File: src/rtl/game_pkg.sv
// Shared game definitions: FSM state codes and timing defaults, also used by display/score logic.
package game_pkg;

  typedef enum logic [2:0] {
    ST_IDLE  = 3'd0,
    ST_PLAY  = 3'd1,
    ST_DYING = 3'd2,
    ST_OVER  = 3'd3,
    ST_PAUSE = 3'd4
  } game_state_t;

  localparam int TICK_DIV_DEFAULT    = 10000000;
  localparam int DEATH_TICKS_DEFAULT = 20;

  function automatic logic is_running(game_state_t s);
    return (s == ST_PLAY) || (s == ST_DYING);
  endfunction

endpackage

File: src/rtl/tick_gen.sv
// Game tick divider: counts 0..TICK_DIV-1 while run is high, emits a registered one-cycle tick on wrap.
module tick_gen
  import game_pkg::*;
#(
  parameter int TICK_DIV = TICK_DIV_DEFAULT
) (
  input  logic clk,
  input  logic rst,
  input  logic run,
  input  logic clear,
  output logic tick
);

  localparam int DIV_W = $clog2(TICK_DIV);
  localparam logic [DIV_W-1:0] DIV_MAX = DIV_W'(TICK_DIV - 1);

  logic [DIV_W-1:0] div_reg;
  logic             tick_reg;

  always_ff @(posedge clk or negedge rst) begin
    if (!rst) begin
      div_reg  <= '0;
      tick_reg <= 1'b0;
    end else begin
      tick_reg <= 1'b0;
      if (clear) begin
        div_reg <= '0;
      end else if (run) begin
        if (div_reg == DIV_MAX) begin
          div_reg  <= '0;
          tick_reg <= 1'b1;
        end else begin
          div_reg <= div_reg + 1'b1;
        end
      end
    end
  end

  assign tick = tick_reg;

endmodule

File: src/rtl/game_sequencer.sv
// Game flow FSM (IDLE/PLAY/DYING/OVER), death timer and high-score register.
// Optional pause state enabled by defining GAME_PAUSE_EN.
module game_sequencer
  import game_pkg::*;
#(
  parameter int TICK_DIV    = TICK_DIV_DEFAULT,
  parameter int DEATH_TICKS = DEATH_TICKS_DEFAULT
) (
  input  logic        clk,
  input  logic        rst,
  input  logic        start,
  input  logic        collide,
  input  logic [15:0] score,
  output logic        tick_en,
  output logic        core_rst_n,
  output logic [2:0]  state,
  output logic [15:0] high_score
);

  game_state_t state_reg;
  logic [7:0]  death_cnt_reg;
  logic [15:0] high_score_reg;
  logic        core_rst_n_reg;
  logic        tick_w;
  logic        restart;
  logic        pause_req;
  logic        run;

  always_comb begin
    restart = ((state_reg == ST_IDLE) || (state_reg == ST_OVER)) && start;
`ifdef GAME_PAUSE_EN
    pause_req = (state_reg == ST_PLAY) && start && !collide;
`else
    pause_req = 1'b0;
`endif
    // The cycle that requests pause does not advance the divider, so a resume
    // continues exactly where counting stopped.
    run = is_running(state_reg) && !pause_req;
  end

  tick_gen #(
    .TICK_DIV(TICK_DIV)
  ) u_tick_gen (
    .clk  (clk),
    .rst  (rst),
    .run  (run),
    .clear(restart),
    .tick (tick_w)
  );

  always_ff @(posedge clk or negedge rst) begin
    if (!rst) begin
      state_reg      <= ST_IDLE;
      death_cnt_reg  <= 8'd0;
      high_score_reg <= 16'd0;
      core_rst_n_reg <= 1'b0;
    end else begin
      core_rst_n_reg <= !restart;
      case (state_reg)
        ST_IDLE, ST_OVER: begin
          if (start) state_reg <= ST_PLAY;
        end
        ST_PLAY: begin
          if (collide) begin
            state_reg     <= ST_DYING;
            death_cnt_reg <= 8'(DEATH_TICKS);
          end else if (pause_req) begin
            state_reg <= ST_PAUSE;
          end
        end
        ST_DYING: begin
          if (tick_w) begin
            death_cnt_reg <= death_cnt_reg - 8'd1;
            if (death_cnt_reg == 8'd1) begin
              state_reg <= ST_OVER;
              if (score > high_score_reg) high_score_reg <= score;
            end
          end
        end
`ifdef GAME_PAUSE_EN
        ST_PAUSE: begin
          if (start) state_reg <= ST_PLAY;
        end
`endif
        default: state_reg <= ST_IDLE;
      endcase
    end
  end

  assign tick_en    = tick_w;
  assign core_rst_n = core_rst_n_reg;
  assign state      = state_reg;
  assign high_score = high_score_reg;

endmodule

File: config.mk
export PLATFORM = sky130hd
export DESIGN_NAME = game_sequencer
export DESIGN_NICKNAME = d
export VERILOG_FILES = /design/src/rtl/game_pkg.sv /design/src/rtl/tick_gen.sv /design/src/rtl/game_sequencer.sv
export SDC_FILE = /design/constraint.sdc
export NUM_CORES = 1
export LEC_CHECK = 0
export CORE_ASPECT_RATIO = 1.4
export CORE_MARGIN = 4
export CORE_UTILIZATION = 40
export CTS_CLUSTER_SIZE = 14
export DETAILED_ROUTE_END_ITERATION = 10
export PLACE_DENSITY = 0.62
export RECOVER_POWER = 100
export SLEW_MARGIN = 20
export SYNTH_ARGS = -nofsm -noshare
export SYNTH_HDL_FRONTEND = slang
export SYNTH_HIERARCHICAL = 1
export SYNTH_SLANG_ARGS = --single-unit
File: constraint.sdc
create_clock -name clk -period 6.7 [get_ports clk]
set_clock_uncertainty 0.1 [all_clocks]
set_input_delay 1.34 -clock clk [delete_from_list [all_inputs] [get_ports clk]]
set_output_delay 1.34 -clock clk [all_outputs]
set_load 0.01 [all_outputs]
## Word level (Yosys, flattened, before mapping)

Cells that the tools add are included.

- Register bits: 53
- Input bits: 20
- Output and inout bits: 21
- Logic and storage cells: 43

- $add $sub $neg: 2
- Order comparisons: 1
- Eq/ne operators: 9
- Muxes and demuxes: 14
- Reduce and logical (&&, ||, !) cells: 11

Operators by type and width:

| operator | number |
|---|---|
| 24-bit two-way mux | 3 |
| 24-bit by 1-bit adder with 24-bit output (second input constant) | 1 |
| 24-bit == test (second input constant) | 1 |
| 16-bit greater-than comparator | 1 |
| 8-bit two-way mux | 2 |
| 8-bit one-hot mux with 2 select lines | 1 |
| 3-bit two-way mux | 4 |
| 3-bit one-hot mux with 3 select lines | 1 |
| 8-bit by 1-bit == test with 1-bit output (second input constant) | 1 |
| 4-bit AND reduction | 2 |
| 8-bit by 1-bit subtractor with 8-bit output (second input constant) | 1 |
| 3-bit by 2-bit == test with 1-bit output (second input constant) | 2 |
| 2-bit by 1-bit inequality test with 1-bit output (second input constant) | 2 |
| 2-bit inequality test (second input constant) | 2 |
| 2-bit nonzero test | 2 |
| 3-bit by 1-bit == test with 1-bit output (second input constant) | 1 |
| 3-bit zero test | 1 |
| 1-bit two-way mux | 3 |
| 3-bit AND reduction | 1 |
| 1-bit logical OR | 2 |
| 2-bit OR reduction | 1 |
| 1-bit logical AND | 1 |
| 1-bit zero test | 1 |

## Longest topological paths before layout

- Word-level depth: 4
- Gate-level depth with buffers: 9

## By module

The synthesis kept the hierarchy.

By module, submodules not included:

| module | instances | cells each | area each (sq um) |
|---|---|---|---|
| game_sequencer | 1 | 163 | 1,692.9 |
| tick_gen | 1 | 155 | 1,512.7 |

## Worst setup path before layout

OpenSTA, ideal clock, no wires.

- Path type: in2reg
- Start point: in score[15]
- End point: reg high_score_reg[0], in the netlist high_score[0]
- Data arrival time: 3.259 ns
- Data required time: 6.475 ns
- Path slack: 3.216 ns
- Stages on the path: 7
- Path through: ha_1 > nand4_1 > or4_1 > a21o_1 > a31oi_4 > buf_12 > mux2_4

- Cells in the longest elaborated chain, start to end: 2

RTL lines:

| item | RTL line | source |
|---|---|---|
| from (decl) | game_sequencer.sv:13 | `input logic [15:0] score,` |
| 16-bit greater-than comparator | game_sequencer.sv:76 | `if (score > high_score_reg) high_score_reg <= score;` |
| 4-bit AND reduction (no line) | -- |  |
| to (signal assigned) | game_sequencer.sv:76 |  |
| to (decl) | game_sequencer.sv:22 | `logic [15:0] high_score_reg;` |

Every way passes these cells.
A chain may end at the register's enable or synchronous reset.

## Final worst setup path

- Start point: in score[13]
- End point: reg high_score_reg[6], in the netlist high_score[6]

Same word-level chain as after synthesis.

==> results.ini <==
[final_layout]
largest_register_ffs=24
fin_cells=456
antenna_cells=0
drive_above_1_share=0.118
n_fill_cell=759
layout_commonest_cell=dfrtp_1
regArea_um2=1300
synthToLayoutAreaGrowth_pct=16.1
layout_common_cells=dfrtp_1 (52), inv_1 (29), nand2_1 (24), a21oi_1 (24), dlygate4sd3_1 (23)
final_nets=396
multi_input_area_um2=1680

[clock_tree]
post_cts_resized=0
htreeDepth=2
numCtsBuffers=5
cts_tree=done
cts-root-buf=clkbuf_8
clock-sinks=52
cts_setup_buffers=0
clk_pin_slew_ns=0.10
clk_latency_ns=0.31
cts_buffer_depth=2
hold_buffers=0

[grt]
grt_pass1_vias=2560
grt_pass1_wl_um=12100
antenna_found_initial=0
grt_usage=0.152
grt_overflow=0
grt_max_degree=53

[setup_path]
crit_path_end_kind=flop
arrival_ns=5.08
crit_type=in -> reg
cp_max_fo=16
required_ns=6.80
worst-r2r-setup-slack_ns=2.87
start_kind=input port

[timing]
tns_ns=0
rsz0062_at_grt=no
fin_crit_ns=4.97
layout_setup_ws_ns=1.73
tightestPinTransition_ns=2.83
slew_viol_final=70
final-setup-viol-count=0
hold_viol=0
max_freq_mhz=201
whs_ns=0.432
maxSlewHeadroom=-0.889
layout_worst_path_cycle_share=0.742

[pwr]
internal-power_uw=586
swShare=0.389
ir_worst_vdd_v=0.000132
p_leak_uw=0.00162
powerDensity_nw_per_um2=258
clockPowerShare=0.237
comb_power_share=0.341
switchingPower_uw=373
seq_power_share=0.422

[detailed_routing]
viasPerCell=5.56
drcViolationCount=0
ant_nets=0
wl_um=6900
vias=2536
drt-pass1-iter-count=5
drtIter0Drc=87
wire_per_inst_um=15.1

[yosys]
synth_edf_count=0
synth_top_area_frac=0.406
yosys-top-cells-area=dfrtp_1 (41%), ha_1 (8.2%), mux2_4 (4.7%)
ys.warnings.count=6
async_flop_share=1.00
syn_nets=359
mappedNetlistArea_um2=3210
synth_flop_cell=dfrtp_1
ys_types=55
ys_ff_latch=52
seq_area_frac_synth=0.406
syn_avg_cell_area_um2=10.1
synth_cells=318
synth_area_leader_cell=dfrtp_1

[floorplanning]
die_w_um=83.7
dieArea_um2=9530
initial_core_util=0.411
die_h_um=114
row_count=38
pin_count=41
core_um2=7800

[place]
pre_cts_slack_ns=2.42
placed_cells=448
hpwl_um=4940
port_buffers=39
gp_congestion=0.775

[status]
outcome=complete, but fails checks
violations=capacitance limit, slew limit

[worst_hold_path]
hold_class=reg -> reg

[flow_run]
maxCapViolCount=2

cells in the mapped netlist, types with 3 or more instances:
library cell and n:
o211ai_1 4, o31ai_1 6, o21ai_1 3, nand3_1 11, o22ai_1 3, nand4_1 11
mux2_4 10, or4_1 7, nand2_1 24, nand3_2 3, and3_1 5, xor2_1 5
buf_4 4, ha_1 21, or3_1 9, o21ai_0 20, nor3_1 5, inv_1 29
mux2_2 7, a21oi_1 24, nor2b_1 3, clkbuf_1 4, nor2_1 10, dfrtp_1 52
stage by stage:
stage | cell area [µm²] | util | total power (µW)
floorplan | 3210 | - | 650
global placement | 3640 | 0.467 | 740
detailed placement | 3640 | 0.467 | 746
CTS | 3760 | 0.482 | 977
global route | 3720 | 0.477 | 1040
finish | 3720 | 0.477 | 959
layer usage:
layer | track usage | vias up | wire (µm)
met2 | 0.269 | 58 | 3450
li1 | - | 1234 | -
met5 | 0 | - | 0
met3 | 0.0318 | 10 | 294
met4 | 0.0451 | 0 | 123
met1 | 0.185 | 1234 | 3030
critical path, cell delays in order:
cell and delay (ns):
dlygate4sd3_1 0.56, ha_1 0.31, nand4_1 0.15, or4_1 0.61, a21o_1 0.19, a31oi_1 1.46, mux2_2 0.45
path summary, 6_finish.rpt:
path / from / end / cells past startpoint
min reg2reg: u_tick_gen/div_reg[9] / u_tick_gen/div_reg[9] / 1
max: score[13] / high_score[6] / 7
min in group asynchronous: rst / high_score[12] / 2
max reg2reg: high_score[15] / high_score[6] / 7
max in group asynchronous: rst / u_tick_gen/div_reg[20] / 2
min: u_tick_gen/div_reg[9] / u_tick_gen/div_reg[9] / 1
logic make-up (layout without fill, tap and decap cells):
group,after synthesis,count (layout),share of synthesized area
muxes,17,17,0.0714
AOI/OAI and AO/OA,76,76,0.156
other,1,1,0.00117
xor gates and xnor gates,5,5,0.0137
and+or+nand+nor,107,107,0.211
DFF,52,52,0.406
adders and majority gates,21,21,0.0820
buffers and inverters,39,77,0.0589
power groups by stage:
stage	registers (µW)	clock network, µW	logic [µW]
2_1_floorplan	404	0	246
3_3_place_gp	410	0	329
3_5_place_dp	411	0	335
4_1_cts	405	235	337
5_1_grt	414	247	380
6_report	404	227	327
area by class of cell:
type | count | area share
flip-flops and latches | 52 | 0.350
clock buffers | 5 | 0.0185
inverters | 29 | 0.0292
well taps | 100 | 0.0336
multi-input cells | 227 | 0.452
repair buffers | 40 | 0.105
clock inverters | 3 | 0.0124
No activity file was read; power rests on OpenSTA's default activity.
